**config.mk**
```make
export PLATFORM = sky130hd
export DESIGN_NAME = lfsr_scrambler_flat
export DESIGN_NICKNAME = d
export VERILOG_FILES = /design/src/rtl/lfsr_scrambler_pkg.sv /design/src/rtl/lfsr_scrambler_if.sv /design/src/rtl/lfsr_scrambler_core.sv /design/src/rtl/lfsr_scrambler.sv /design/src/flat_wrapper.sv
export SDC_FILE = /design/constraint.sdc
export NUM_CORES = 1
export LEC_CHECK = 0
export ABC_AREA = 1
export ABC_CLOCK_PERIOD_IN_PS = 1750
export CAP_MARGIN = 20
export CORE_MARGIN = 5
export CORE_UTILIZATION = 46
export CTS_CLUSTER_DIAMETER = 50
export DETAILED_ROUTE_END_ITERATION = 7
export GPL_ROUTABILITY_DRIVEN = 1
export PLACE_DENSITY = 0.73
export SYNTH_ARGS = -nofsm -noshare
export SYNTH_HDL_FRONTEND = slang
export SYNTH_HIERARCHICAL = 1
export SYNTH_SLANG_ARGS = --single-unit
export TNS_END_PERCENT = 10
```
**constraint.sdc**
```tcl
create_clock -name clk -period 1.75 [get_ports clk]
set_clock_uncertainty 0.2 [all_clocks]
set_input_delay 0.2625 -clock clk [delete_from_list [all_inputs] [get_ports clk]]
set_output_delay 0.2625 -clock clk [all_outputs]
set_load 0.02 [all_outputs]
```
**src/rtl/lfsr_scrambler_pkg.sv**
```systemverilog
// lfsr_pkg: shared constants and the Galois LFSR step function for the
// serial scrambler. The step function works on a wide word so one definition
// serves every LFSR width up to LFSR_MAX_W; callers cast the result back down.
package lfsr_pkg;

  localparam int          LFSR_WIDTH_DEFAULT = 8;
  localparam logic [7:0]  TAPS_DEFAULT       = 8'hB8;
  localparam logic [7:0]  SEED_DEFAULT       = 8'h01;

  localparam int LFSR_MAX_W = 64;
  typedef logic [LFSR_MAX_W-1:0] lfsr_word_t;

  // Galois step: shift right, fold the taps in when the bit leaving is 1.
  // With zero-extended inputs the upper bits stay zero.
  function automatic lfsr_word_t lfsr_step(lfsr_word_t state, lfsr_word_t taps);
    return (state >> 1) ^ (state[0] ? taps : '0);
  endfunction

endpackage

```
**src/rtl/lfsr_scrambler_if.sv**
```systemverilog
// lfsr_scrambler_if: seed-load and valid/ready bit-stream handshake bundle.
//   master : seed_load, seed, in_valid, in_bit, out_ready (driven by the user)
//   slave  : in_ready, out_valid, out_bit, out_last      (driven by the block)
interface lfsr_scrambler_if #(
  parameter int WIDTH = 8
);
  logic             seed_load;
  logic [WIDTH-1:0] seed;
  logic             in_valid;
  logic             in_ready;
  logic             in_bit;
  logic             out_valid;
  logic             out_ready;
  logic             out_bit;
  logic             out_last;

  modport master (
    output seed_load, seed, in_valid, in_bit, out_ready,
    input  in_ready, out_valid, out_bit, out_last
  );

  modport slave (
    input  seed_load, seed, in_valid, in_bit, out_ready,
    output in_ready, out_valid, out_bit, out_last
  );
endinterface

```
**src/rtl/lfsr_scrambler_core.sv**
```systemverilog
// lfsr_core: the Galois LFSR register.
//   clk, rst   : clock, synchronous active-high reset (state <= SEED)
//   load       : replace state with load_value (wins over advance)
//   load_value : value loaded on load
//   advance    : step the LFSR once
//   state      : current LFSR contents; state[0] is the key bit
module lfsr_core import lfsr_pkg::*; #(
  parameter int               WIDTH = LFSR_WIDTH_DEFAULT,
  parameter logic [WIDTH-1:0] TAPS  = WIDTH'(TAPS_DEFAULT),
  parameter logic [WIDTH-1:0] SEED  = WIDTH'(SEED_DEFAULT)
) (
  input  logic             clk,
  input  logic             rst,
  input  logic             load,
  input  logic [WIDTH-1:0] load_value,
  input  logic             advance,
  output logic [WIDTH-1:0] state
);

  logic [WIDTH-1:0] state_q, state_d;

  always_comb begin
    state_d = state_q;
    if (load)
      state_d = load_value;
    else if (advance)
      state_d = WIDTH'(lfsr_step(lfsr_word_t'(state_q), lfsr_word_t'(TAPS)));
  end

  always_ff @(posedge clk) begin
    if (rst) state_q <= SEED;
    else     state_q <= state_d;
  end

  assign state = state_q;

endmodule

```
**src/rtl/lfsr_scrambler.sv**
```systemverilog
// lfsr_scrambler: XORs a Galois LFSR keystream onto a serial bit stream.
// The keystream restarts from the stored seed every FRAME_LEN bits, so an
// identically seeded instance on the far side descrambles the stream.
//   clk, rst : clock, synchronous active-high reset
//   bus      : slave side of lfsr_scrambler_if (seed load, in/out handshakes)
// One registered output stage; a new bit is accepted whenever that stage is
// empty or draining this cycle, and never during a seed load.
module lfsr_scrambler import lfsr_pkg::*; #(
  parameter int               WIDTH     = LFSR_WIDTH_DEFAULT,
  parameter logic [WIDTH-1:0] TAPS      = WIDTH'(TAPS_DEFAULT),
  parameter logic [WIDTH-1:0] SEED      = WIDTH'(SEED_DEFAULT),
  parameter int               FRAME_LEN = 16
) (
  input logic              clk,
  input logic              rst,
  lfsr_scrambler_if.slave  bus
);

  localparam int CNT_W = (FRAME_LEN > 1) ? $clog2(FRAME_LEN) : 1;
  localparam logic [CNT_W-1:0] CNT_LAST = CNT_W'(FRAME_LEN - 1);

  logic [WIDTH-1:0] seed_reg_q, seed_reg_d;
  logic [CNT_W-1:0] frame_cnt_q, frame_cnt_d;
  logic             out_valid_q, out_valid_d;
  logic             out_bit_q, out_bit_d;
  logic             out_last_q, out_last_d;

  logic             in_ready, in_xfer, frame_end;
  logic [WIDTH-1:0] seed_coerced;
  logic             core_load, core_adv;
  logic [WIDTH-1:0] core_value, lfsr_state;

  always_comb begin
    in_ready     = (!out_valid_q || bus.out_ready) && !bus.seed_load;
    in_xfer      = bus.in_valid && in_ready;
    frame_end    = (frame_cnt_q == CNT_LAST);
    // An all-zero Galois LFSR never leaves zero, so a zero seed becomes 1.
    seed_coerced = (bus.seed == '0) ? WIDTH'(1) : bus.seed;

    // The last bit of a frame reloads the seed instead of stepping.
    core_load  = bus.seed_load || (in_xfer && frame_end);
    core_value = bus.seed_load ? seed_coerced : seed_reg_q;
    core_adv   = in_xfer && !frame_end;

    seed_reg_d = bus.seed_load ? seed_coerced : seed_reg_q;

    frame_cnt_d = frame_cnt_q;
    if (bus.seed_load)
      frame_cnt_d = '0;
    else if (in_xfer)
      frame_cnt_d = frame_end ? '0 : frame_cnt_q + CNT_W'(1);

    out_valid_d = out_valid_q;
    out_bit_d   = out_bit_q;
    out_last_d  = out_last_q;
    if (in_xfer) begin
      out_valid_d = 1'b1;
      out_bit_d   = bus.in_bit ^ lfsr_state[0];
      out_last_d  = frame_end;
    end else if (out_valid_q && bus.out_ready) begin
      out_valid_d = 1'b0;
    end
  end

  always_ff @(posedge clk) begin
    if (rst) begin
      seed_reg_q  <= SEED;
      frame_cnt_q <= '0;
      out_valid_q <= 1'b0;
      out_bit_q   <= 1'b0;
      out_last_q  <= 1'b0;
    end else begin
      seed_reg_q  <= seed_reg_d;
      frame_cnt_q <= frame_cnt_d;
      out_valid_q <= out_valid_d;
      out_bit_q   <= out_bit_d;
      out_last_q  <= out_last_d;
    end
  end

  lfsr_core #(
    .WIDTH (WIDTH),
    .TAPS  (TAPS),
    .SEED  (SEED)
  ) u_core (
    .clk        (clk),
    .rst        (rst),
    .load       (core_load),
    .load_value (core_value),
    .advance    (core_adv),
    .state      (lfsr_state)
  );

  assign bus.in_ready  = in_ready;
  assign bus.out_valid = out_valid_q;
  assign bus.out_bit   = out_bit_q;
  assign bus.out_last  = out_last_q;

endmodule

```
**src/flat_wrapper.sv**
```systemverilog
// flat-port wrapper written by rule: the top's interface ports become plain ports
module lfsr_scrambler_flat import lfsr_pkg::*;
#(
  parameter int               WIDTH     = LFSR_WIDTH_DEFAULT,
  parameter logic [WIDTH-1:0] TAPS      = WIDTH'(TAPS_DEFAULT),
  parameter logic [WIDTH-1:0] SEED      = WIDTH'(SEED_DEFAULT),
  parameter int               FRAME_LEN = 16
)
  (clk, rst, bus_seed_load, bus_seed, bus_in_valid, bus_in_bit, bus_out_ready, bus_in_ready, bus_out_valid, bus_out_bit, bus_out_last);
  lfsr_scrambler_if #(.WIDTH(WIDTH)) bus_i ();
  input logic clk;
  input logic rst;
  input wire logic [$bits(bus_i.seed_load)-1:0] bus_seed_load;
  input wire logic [$bits(bus_i.seed)-1:0] bus_seed;
  input wire logic [$bits(bus_i.in_valid)-1:0] bus_in_valid;
  input wire logic [$bits(bus_i.in_bit)-1:0] bus_in_bit;
  input wire logic [$bits(bus_i.out_ready)-1:0] bus_out_ready;
  output wire logic [$bits(bus_i.in_ready)-1:0] bus_in_ready;
  output wire logic [$bits(bus_i.out_valid)-1:0] bus_out_valid;
  output wire logic [$bits(bus_i.out_bit)-1:0] bus_out_bit;
  output wire logic [$bits(bus_i.out_last)-1:0] bus_out_last;
  assign bus_i.seed_load = bus_seed_load;
  assign bus_i.seed = bus_seed;
  assign bus_i.in_valid = bus_in_valid;
  assign bus_i.in_bit = bus_in_bit;
  assign bus_i.out_ready = bus_out_ready;
  assign bus_in_ready = bus_i.in_ready;
  assign bus_out_valid = bus_i.out_valid;
  assign bus_out_bit = bus_i.out_bit;
  assign bus_out_last = bus_i.out_last;
  lfsr_scrambler #(.WIDTH(WIDTH), .TAPS(TAPS), .SEED(SEED), .FRAME_LEN(FRAME_LEN)) u_core (.clk(clk), .rst(rst), .bus(bus_i));
endmodule
```
==> impl_metrics.csv <==
group,metric,value,unit
outcome,status,"completed",
placed_design,port_buffers,17,
cells_and_area,drive_gt1_frac,0.1735,
sta,rsz0062_at_grt,"true",
pwr,p_clk_frac,0.244,
worst_setup_path,r2r-start,"u_core/frame_cnt_q[0]$_SDFFE_PP0P_",
cts,ctsHtreeMaxLevel,1,
grt,grt_pass1_vias,1017,
cells_and_area,fin_area,1459,um2
cts,ctsLongestPathBuffers,2,
grt,grt_pass1_wl,4160,um
cells_and_area,instances_no_fill,224,
placed_design,dp_cells,220,
floorplan,num_rows,17,
worst_setup_path,cp_max_fo,2,
drt,drtIter0Drc,31,
cts,cts_made_buffers,3,
pwr,p_sw_frac,0.2668,
drt,drc,0,
synth,yosys_most_used_dff,"dfxtp_1",
cts,ctsHoldBuffers,0,
floorplan,fp.dieW,59.37,um
cells_and_area,fin_nets,212,
floorplan,start_util,0.4926,
cells_and_area,synthToLayoutAreaGrowth,30.13,%
synth,synth_seq_cells,23,
worst_setup_path,rrSetupSlack,0.08,ns
cts,clockRootBuffer,"clkbuf_4",
placed_design,place_area,1411,um2
drt,vias,1088,
cells_and_area,diodes,0,
synth,synth_cell_types,21,
worst_setup_path,start_kind,"input port",
drt,viasPerCell,4.857,
job,drv_cap,0,
floorplan,die-area,3524,um2
floorplan,die_y,59.37,um
pwr,share_seq_of_total_power,0.570,
worst_setup_path,cp-startpoint,"bus_out_ready",
sta,period_share,0.9775,
synth,synth_top_area_share,0.4107,
worst_setup_path,reg2regPathDepth,10,
pwr,p_leak,0.7239,nW
drt,ant_nets,0,
floorplan,coreArea,2276,um2
synth,synth_commonest_cells,"nand2_1 (62), dfxtp_1 (23), a21oi_1 (19), inv_1 (19), nand3_1 (11)",
cts,clk_pin_slew,0.12,ns
synth,synth_area,1121,um2
synth,seq_area_frac_synth,0.4107,
grt,overflow,0,
synth,yosys.area.top_type,"dfxtp_1",
worst_setup_path,r2r-end,"u_core/u_core/state[6]$_SDFFE_PP0P_",
grt,grt_max_degree,13,
synth,yosysMostFrequentCell,"nand2_1",
worst_setup_path,path_class,"input port to output pin",
floorplan,pin_count,18,
synth,synthArstFlopShare,0,
pwr,p_comb_frac,0.186,
synth,synth_warnings,6,
cts,cts.sinks,23,
cells_and_area,fin_util,0.6410,
cts,cts_setup_buffers,0,
sta,slew_headroom,0.7140,
worst_setup_path,required,1.29,ns
synth,synth.avg_cell_area,6.836,um2
worst_setup_path,crit_arrival,1.25,ns
hold_path,min_path_type,"flop to flop",
pwr,p_per_area,678.9,nW/um2
placed_design,place.gp.congestion,0.7882,
grt,track_usage,0.1510,
sta,maxSlewViolCount,0,
drt,drt-pass1-iter-count,4,
worst_setup_path,crit_end,"bus_in_ready",
sta,tightest_slew,0.4276,ns
cts,cts_tree,"built",
sta,setup_viol,0,
sta,fin_crit,1.711,ns
synth,synth_area_leaders,"dfxtp_1 (41%), nand2_1 (21%), a21oi_1 (8.5%)",
synth,synth_edf_count,0,
cts,clkLatencyLatePin,0.31,ns
synth,synthCells,164,
pwr,ir_drop,632.3,uV
drt,wirelength,2400,um
sta,hold_viol,0,
sta,timing.hold.ws,0.2694,ns
pwr,internal_power,726.2,uW
drt,wl_per_cell,10.71,um
hold_path,whs_path_depth,2,
placed_design,hpwl,1862,um
sta,fmax,584.6,MHz
worst_setup_path,crit_path_end_kind,"output pin",
grt,antenna_found_initial,0,
pwr,p_sw,264.2,uW
pwr,report.power.total,990.4,uW
synth,syn_nets,179,
==> cell type report <==
class                   count  area [um2]
clock buffers               4       26.28
fillers                   210       817.0
inverters                  22       85.08
multi-input cells         116       570.5
flip-flops and latches     23       462.9
well taps                  28       35.03
repair buffers             31       279.0
==> cells by family (layout without fill, tap and decap cells) <==
logic type / Yosys count / count (layout) / share of synthesized area
xor+xnor: 3 / 3 / 0.02344
simple gates: 89 / 89 / 0.3426
compound gates: 23 / 23 / 0.1183
fa+ha+maj: 1 / 1 / 0.01116
buf+inv: 25 / 57 / 0.09375
flops: 23 / 23 / 0.4107
==> flip-flops by register name, summed over array words and instances (netlist names) <==
name,flops
u_core/bus.out_last,1
u_core/frame_cnt_q,4
u_core/bus.out_bit,1
u_core/bus.out_valid,1
u_core/u_core/state,8
u_core/seed_reg_q,8
==> critical path, cell delays in order <==
cell	delay (ns)
clkdlybuf4s50_1	0.45
inv_1	0.04
a21oi_1	0.16
clkdlybuf4s15_1	0.33
==> routing by layer <==
metal	GRT usage	wire length, um	vias up	part of all wire
li1	-	-	576	-
met1	0.1802	1060	487	0.44
met2	0.2683	1233	25	0.51
met3	0.04357	106	0	0.044
met4	0.02589	0	0	0
met5	0	0	-	0
==> power by group through the flow <==
stage                     clock network, mW  logic, mW  registers (mW)
after detailed placement                  0      0.183           0.577
after CTS                             0.255      0.181           0.565
after floorplan                           0     0.0990           0.576
after global placement                    0      0.178           0.575
after global routing                  0.280      0.205           0.569
final                                 0.242      0.184           0.565
==> cell usage in the layout (no fill, tap or decap), drive strengths merged, types with 2 or more instances in the layout <==
master         netlist  layout
a21oi               20      20
buf                  3      14
clkbuf               0       4
clkdlybuf4s50        0      13
dfxtp               23      23
dlymetal6s2s         0       2
inv                 22      22
nand2               63      63
nand3               12      12
nor2                12      12
xor2                 3       3
==> how the worst min path moves through the flow <==
stage	slack [ns]	end	startpoint
2_1_floorplan	0.13	u_core/u_core/state[1]$_SDFFE_PP0P_	rst
3_3_place_gp	0.25	u_core/u_core/state[0]$_SDFFE_PP1P_	u_core/u_core/state[1]$_SDFFE_PP0P_
3_5_place_dp	0.25	u_core/u_core/state[0]$_SDFFE_PP1P_	u_core/u_core/state[1]$_SDFFE_PP0P_
4_1_cts	0.27	u_core/seed_reg_q[4]$_SDFF_PP0_	u_core/seed_reg_q[4]$_SDFF_PP0_
5_1_grt	0.30	u_core/bus.out_bit$_SDFFE_PP0P_	u_core/bus.out_bit$_SDFFE_PP0P_
6_report	0.27	u_core/seed_reg_q[4]$_SDFF_PP0_	u_core/seed_reg_q[4]$_SDFF_PP0_
==> metrics by stage <==
step                setup TNS, ns  setup slack [ns]
finish                          0           0.03935
floorplan                       0           0.09532
CTS                             0          0.003768
global route             -0.02834          -0.01486
detailed placement         -1.950           -0.2822
global placement           -1.499           -0.2432
==> repair_timing <==
action,in CTS,in global routing
pin swaps,0,2
resized for setup,2,10
setup endpoints to repair,2,10
Note: power is estimated with default switching activity, not from simulation.
